### config.mk
export PLATFORM = sky130hd
export DESIGN_NAME = chrom_eval_controller
export DESIGN_NICKNAME = d
export VERILOG_FILES = /design/src/rtl/chrom_eval_pkg.sv /design/src/rtl/chrom_error_counter.sv /design/src/rtl/chrom_eval_controller.sv
export SDC_FILE = /design/constraint.sdc
export NUM_CORES = 2
export LEC_CHECK = 0
export ABC_AREA = 0
export CAP_MARGIN = 10
export CELL_PAD_IN_SITES_DETAIL_PLACEMENT = 0
export CELL_PAD_IN_SITES_GLOBAL_PLACEMENT = 2
export CORE_AREA = 2 2 514 516
export CTS_CLUSTER_DIAMETER = 30
export CTS_CLUSTER_SIZE = 10
export DETAILED_ROUTE_END_ITERATION = 12
export DIE_AREA = 0 0 516 518
export PLACE_DENSITY_LB_ADDON = 0.3
export SKIP_CTS_REPAIR_TIMING = 1
export SLEW_MARGIN = 30
export SYNTH_ARGS = -nofsm -noshare
export SYNTH_HDL_FRONTEND = slang
export SYNTH_SLANG_ARGS = --single-unit
### constraint.sdc
create_clock -name iClock -period 17.1 [get_ports iClock]
set_input_delay 4.275 -clock iClock [delete_from_list [all_inputs] [get_ports iClock]]
set_output_delay 4.275 -clock iClock [all_outputs]
set_load 0.005 [all_outputs]
### src/rtl/chrom_eval_pkg.sv
// Shared types and address-map constants for the chromosome evaluation controller.
package chrom_eval_pkg;

  typedef enum logic [2:0] {
    ST_IDLE   = 3'd0,
    ST_APPLY  = 3'd1,
    ST_SETTLE = 3'd2,
    ST_SAMPLE = 3'd3,
    ST_DONE   = 3'd4
  } state_e;

  localparam int SEGMENT_WIDTH = 32;
  localparam int EXPECTED_LSB  = 16;
  localparam int INPUT_LSB     = 0;
  localparam int SEGMENT_BASE  = 0;

  // Vector k lives at vector_base + k, directly after the chromosome words.
  function automatic int vector_base(input int num_segments);
    return SEGMENT_BASE + num_segments;
  endfunction

  function automatic int vector_addr(input int num_segments, input int k);
    return vector_base(num_segments) + k;
  endfunction

endpackage

### src/rtl/chrom_error_counter.sv
// Per-output-bit saturating mismatch accumulators with synchronous clear.
module chrom_error_counter #(
  parameter int OUT_WIDTH = 8,
  parameter int SUM_WIDTH = 32
) (
  input  logic                           iClock,
  input  logic                           iReset,
  input  logic                           iClear,
  input  logic                           iEnable,
  input  logic [OUT_WIDTH-1:0]           iMismatch,
  output logic [OUT_WIDTH*SUM_WIDTH-1:0] oSums
);

  logic [SUM_WIDTH-1:0] r_sum [OUT_WIDTH];

  always_ff @(posedge iClock) begin
    if (iReset || iClear) begin
      for (int b = 0; b < OUT_WIDTH; b++) r_sum[b] <= '0;
    end else if (iEnable) begin
      for (int b = 0; b < OUT_WIDTH; b++) begin
        // Stop at all-ones so long runs never wrap back to a small count.
        if (iMismatch[b] && (r_sum[b] != '1))
          r_sum[b] <= r_sum[b] + SUM_WIDTH'(1);
      end
    end
  end

  for (genvar g = 0; g < OUT_WIDTH; g++) begin : g_out
    assign oSums[g*SUM_WIDTH +: SUM_WIDTH] = r_sum[g];
  end

endmodule

### src/rtl/chrom_eval_controller.sv
// Double-buffered chromosome/vector loader and evaluation sequencer.
// Optional settle stall enabled by defining CHROM_EVAL_STALL_EN.
module chrom_eval_controller
  import chrom_eval_pkg::*;
#(
  parameter int NUM_SEGMENTS  = 31,
  parameter int NUM_VECTORS   = 16,
  parameter int IN_WIDTH      = 8,
  parameter int OUT_WIDTH     = 8,
  parameter int SUM_WIDTH     = 32,
  parameter int SETTLE_CYCLES = 4,
  localparam int AW    = $clog2(NUM_SEGMENTS + NUM_VECTORS),
  localparam int IDX_W = (NUM_VECTORS > 1) ? $clog2(NUM_VECTORS) : 1,
  localparam int CW    = $clog2(SETTLE_CYCLES + 1)
) (
  input  logic                              iClock,
  input  logic                              iReset,
  input  logic                              iWriteEnable,
  input  logic [AW-1:0]                     iWriteAddress,
  input  logic [31:0]                       iWriteData,
  input  logic                              iStartProcessing,
  input  logic                              iDoneProcessingFeedback,
  input  logic [OUT_WIDTH-1:0]              iCircuitOutput,
`ifdef CHROM_EVAL_STALL_EN
  input  logic                              iStall,
  input  logic [IDX_W-1:0]                  iStallIndex,
`endif
  output logic [SEGMENT_WIDTH*NUM_SEGMENTS-1:0] oChromDescription,
  output logic [IN_WIDTH-1:0]               oCircuitInput,
  output logic                              oReadyToProcess,
  output logic                              oDoneProcessing,
  output logic [OUT_WIDTH*SUM_WIDTH-1:0]    oErrorSums,
  output logic [2:0]                        oState
);

  localparam int VBASE = vector_base(NUM_SEGMENTS);

  logic [SEGMENT_WIDTH-1:0] r_stg_seg [NUM_SEGMENTS];
  logic [IN_WIDTH-1:0]      r_stg_in  [NUM_VECTORS];
  logic [OUT_WIDTH-1:0]     r_stg_exp [NUM_VECTORS];

  logic [SEGMENT_WIDTH*NUM_SEGMENTS-1:0] r_chrom;
  logic [IN_WIDTH-1:0]      r_in  [NUM_VECTORS];
  logic [OUT_WIDTH-1:0]     r_exp [NUM_VECTORS];

  state_e               r_state;
  state_e               w_state_nxt;
  logic                 r_ready;
  logic                 r_done;
  logic                 r_start_d;
  logic [IDX_W-1:0]     r_idx;
  logic [CW-1:0]        r_cnt;
  logic [IN_WIDTH-1:0]  r_circ_in;

  logic                 w_start_rise;
  logic                 w_accept;
  logic                 w_sample;
  logic                 w_last;
  logic                 w_cnt_done;
  logic                 w_hold;
  logic [OUT_WIDTH-1:0] w_mismatch;

  assign w_start_rise = iStartProcessing && !r_start_d;
  assign w_last       = (int'(r_idx) == NUM_VECTORS - 1);
  assign w_cnt_done   = (int'(r_cnt) == SETTLE_CYCLES - 1);
  assign w_mismatch   = iCircuitOutput ^ r_exp[r_idx];

`ifdef CHROM_EVAL_STALL_EN
  assign w_hold = iStall && (r_idx == iStallIndex);
`else
  assign w_hold = 1'b0;
`endif

  // Staging accepts writes in every state; runs only see it on start.
  always_ff @(posedge iClock) begin
    if (iReset) begin
      for (int s = 0; s < NUM_SEGMENTS; s++) r_stg_seg[s] <= '0;
      for (int k = 0; k < NUM_VECTORS; k++) begin
        r_stg_in[k]  <= '0;
        r_stg_exp[k] <= '0;
      end
    end else if (iWriteEnable) begin
      for (int s = 0; s < NUM_SEGMENTS; s++) begin
        if (int'(iWriteAddress) == SEGMENT_BASE + s)
          r_stg_seg[s] <= iWriteData;
      end
      for (int k = 0; k < NUM_VECTORS; k++) begin
        if (int'(iWriteAddress) == VBASE + k) begin
          r_stg_in[k]  <= iWriteData[INPUT_LSB +: IN_WIDTH];
          r_stg_exp[k] <= iWriteData[EXPECTED_LSB +: OUT_WIDTH];
        end
      end
    end
  end

  always_ff @(posedge iClock) begin
    if (iReset) begin
      r_chrom <= '0;
      for (int k = 0; k < NUM_VECTORS; k++) begin
        r_in[k]  <= '0;
        r_exp[k] <= '0;
      end
    end else if (w_accept) begin
      for (int s = 0; s < NUM_SEGMENTS; s++)
        r_chrom[s*SEGMENT_WIDTH +: SEGMENT_WIDTH] <= r_stg_seg[s];
      for (int k = 0; k < NUM_VECTORS; k++) begin
        r_in[k]  <= r_stg_in[k];
        r_exp[k] <= r_stg_exp[k];
      end
    end
  end

  always_comb begin
    w_state_nxt = r_state;
    w_accept    = 1'b0;
    w_sample    = 1'b0;
    unique case (r_state)
      ST_IDLE: begin
        if (w_start_rise) begin
          w_accept    = 1'b1;
          w_state_nxt = ST_APPLY;
        end
      end
      ST_APPLY:  w_state_nxt = ST_SETTLE;
      ST_SETTLE: begin
        if (!w_hold && w_cnt_done) w_state_nxt = ST_SAMPLE;
      end
      ST_SAMPLE: begin
        w_sample    = 1'b1;
        w_state_nxt = w_last ? ST_DONE : ST_APPLY;
      end
      ST_DONE: begin
        if (iDoneProcessingFeedback) w_state_nxt = ST_IDLE;
      end
      default: w_state_nxt = ST_IDLE;
    endcase
  end

  always_ff @(posedge iClock) begin
    if (iReset) begin
      r_state   <= ST_IDLE;
      r_ready   <= 1'b1;
      r_done    <= 1'b0;
      r_start_d <= 1'b0;
      r_idx     <= '0;
      r_cnt     <= '0;
      r_circ_in <= '0;
    end else begin
      r_state   <= w_state_nxt;
      r_ready   <= (w_state_nxt == ST_IDLE);
      r_done    <= (w_state_nxt == ST_DONE);
      // Tracks start in every state so a held level never re-arms.
      r_start_d <= iStartProcessing;
      if (w_accept)
        r_idx <= '0;
      else if (w_sample && !w_last)
        r_idx <= r_idx + IDX_W'(1);
      if (r_state == ST_APPLY) begin
        r_circ_in <= r_in[r_idx];
        r_cnt     <= '0;
      end else if (r_state == ST_SETTLE && !w_hold && !w_cnt_done) begin
        r_cnt <= r_cnt + CW'(1);
      end
    end
  end

  chrom_error_counter #(
    .OUT_WIDTH (OUT_WIDTH),
    .SUM_WIDTH (SUM_WIDTH)
  ) u_err (
    .iClock    (iClock),
    .iReset    (iReset),
    .iClear    (w_accept),
    .iEnable   (w_sample),
    .iMismatch (w_mismatch),
    .oSums     (oErrorSums)
  );

  assign oChromDescription = r_chrom;
  assign oCircuitInput     = r_circ_in;
  assign oReadyToProcess   = r_ready;
  assign oDoneProcessing   = r_done;
  assign oState            = r_state;

endmodule
==> reports/metrics.csv <==
metric,value,unit
outcome,"complete, no violations",
Slew headroom,0.1811,
CTS tree,yes,
# fillers,21820,
Mapped Nets,6659,
share of layout cells above drive strength 1,0.1440,
Peak Freq,124.7,MHz
hpwl dp,211.2,mm
leading area contributor after synthesis,edfxtp_1,
Post-synth EDFFs,1760,
worst hold path class,reg -> reg,
CP max FO,194,
fin util,0.5161,
IO Count,1312,
crit path DAT,8910,ps
synthesized area,97260,µm²
# H-tree levels,6,
library cells used by synthesis,65,
initial antenna violation count,34,
Residual DRC,0,
Syn Inst Count,6597,
Routed Antenna Nets,0,
final non-filler cell total,12160,
pwr/cell area,154.4,nW/µm²
RSZ-0062 raised after global routing,no,
measured slew at the worst slew-check pin,1228,ps
prevailing post-synth register cell,edfxtp_1,
CTS root buf,clkbuf_16,
"Largest delay share family, worst path",buffers and inverters,
GRT met1 Usage,0.3052,
largest net degree at the start of global routing,207,
Placement Rows,188,
CP Capture Type,flop,
Top Usage Layer GRT,met2,
PnR Total Power,20.84,mW
die area,267300,µm²
total congestion overflow,0,
Final Wtd Congestion,0.8186,
leakage power total,48.93,nW
DRT iter0 DRCs,4960,
core box area,261600,µm²
final setup vio count,0,
Die Height,518,µm
CP cell instances,clkdlybuf4s50_1 > nand2b_1 > nand2b_1 > nor3_2 > buf_4 > buf_12 > buf_16 > buf_12 > buf_4 > a22o_1,
DR vias,62520,
Syn. warnings,0,
"FFs w/ async S/R, synth",0,
Skew-Pair Late Insertion Delay,1020,ps
WL/cell,27.63,µm
max-slew violations,0,
CP max stage cell,buf_4,
Hold Fails Final Rpt,0,
critical path class,in -> reg,
dpl cells,11090,
min cycle time layout,8020,ps
P&R area growth vs syn,38.79,%
Longest Clk Path Bufs,4,
Final period util,0.4690,
CP Data Required Time,17990,ps
met3 usage,0.08966,
Max VDD drop,0.1039,mV
first-pass GRT wire length,471.1,mm
max-cap viol count,0,
cts bufs inserted,569,
TritonCTS Sinks,2777,
Synth Area per Inst,14.74,µm²
synth top area cells,"edfxtp_1 (54%), dfxtp_1 (21%), a22o_1 (8.9%)",
Hold WS,402.2,ps
DR vias/cell,5.143,
Post-Route WL,335.9,mm
TritonRoute pass-1 iters,8,
Startpoint Class,input port,
vias in the first global route,62390,
Initial Utilization,0.3718,
met2 usage,0.3862,
max incr delay on CP,910,ps
Buf/Inv on CP,6,
"Reg clk slew, reported paths",50,ps
setup TNS,0,ps
clk_skew,65.71,ps
top cell type's share of synthesized area,0.5434,
Yosys reg bits,2777,
register area share after synthesis,0.7527,
Final nets,8212,
Die Wd,516,µm
I/O Buffers,1311,
total track usage,0.2434,
[worst paths after layout]
check	slack (ps)	start	cells after the start	end
setup reg to reg	12340	oState[1]	9	oChromDescription[375]
hold / removal	400	r_stg_seg[1][280]	1	oChromDescription[792]
setup / recovery	9080	iStartProcessing	10	oChromDescription[307]
hold reg to reg	400	r_stg_seg[1][280]	1	oChromDescription[792]
[area by class of cell]
type | count | area (µm²) | share of cell area
diodes | 14 | 35.03 | 0.0002595
clock buffers | 701 | 15330 | 0.1136
clock inverters | 349 | 5214 | 0.03862
inverters | 50 | 195.2 | 0.001446
multi-input cells | 3294 | 22200 | 0.1645
flip-flops and latches | 2777 | 73220 | 0.5424
well taps | 3515 | 4398 | 0.03258
repair buffers | 1458 | 14390 | 0.1066
[cells in the final DEF (no fill, tap or decap), types with 105 or more instances in the layout]
master / count
a22o_1: 993
and2_1: 170
buf_4: 131
clkbuf_16: 577
clkdlybuf4s50_1: 1310
dfxtp_1: 1014
edfxtp_1: 1760
nand2_1: 128
nand3_1: 105
nor2_1: 997
nor2b_1: 110
xor2_1: 155
[synthesized netlist by cell type, types with 4 or more instances]
master and n:
a22oi_1 19, nor4_1 11, clkbuf_1 415, mux4_2 54
edfxtp_1 1760, a21o_1 20, nand2b_1 70, or3_1 6
nor2_2 8, mux2_2 5, o21ai_0 4, nor4_2 4
nor3_1 93, nor3b_1 7, buf_6 4, xnor2_1 91
nor2_1 998, ha_1 11, and3_1 52, xor2_1 156
nand4_1 60, a2111oi_0 4, nand2_1 131, a22o_1 993
dfxtp_1 1017, and4_1 23, and2_1 170, a21oi_1 23
nor2b_1 110, buf_4 4, mux2i_1 25, buf_1 20
nand3_1 105, buf_2 31, inv_1 49
[through the flow]
step,cell area (µm²),setup slack (ps)
after global placement,114200,8187
after global routing,135000,8820
final,135000,9080
after CTS,134800,9233
after floorplan,97260,4390
after detailed placement,114300,8217
[per-layer routing]
| metal | share of wire | vias up |
|---|---|---|
| met5 | 0.00020 | - |
| met4 | 0.032 | 12 |
| met2 | 0.47 | 2435 |
| met1 | 0.40 | 31920 |
| met3 | 0.098 | 521 |
| li1 | - | 27640 |
[worst register-to-register path, delay by kind of cell (launching register included)]
| kind | cells | cell delay [ps] |
|---|---|---|
| buffers and inverters | 4 | 2900 |
| flip-flops | 1 | 610 |
| AND/OR/NAND/NOR | 4 | 570 |
| AO/OA/AOI/OAI | 1 | 600 |
[sequential cells by signal (all words and copies together), names as in the netlist, named ones only]
register           flops
r_stg_in             128
r_cnt                  3
r_exp                128
oChromDescription    992
oState                 3
u_err.r_sum          256
oCircuitInput          8
oReadyToProcess        1
r_stg_exp            128
r_stg_seg            992
r_idx                  4
r_start_d              1
oDoneProcessing        1
r_in                 128
[logic make-up (layout without fill, tap and decap cells)]
family | count (synthesis) | after routing | synth area share
DFF | 2777 | 2777 | 0.7527
and+or+nand+nor | 1871 | 1871 | 0.09031
AOI/OAI and AO/OA | 1078 | 1078 | 0.09547
buffers and inverters | 526 | 2558 | 0.02150
xor gates and xnor gates | 249 | 249 | 0.02269
muxes | 85 | 85 | 0.01589
adders and majority gates | 11 | 11 | 0.001415
other | 0 | 14 | 0
[power breakdown]
part / switching [mW] / internal, mW / leakage [nW]
registers: 0.250 / 7.66 / 25.7
logic: 0.740 / 0.598 / 13.3
clock network: 3.81 / 7.78 / 9.84
Power figures use the tool's default switching activity.
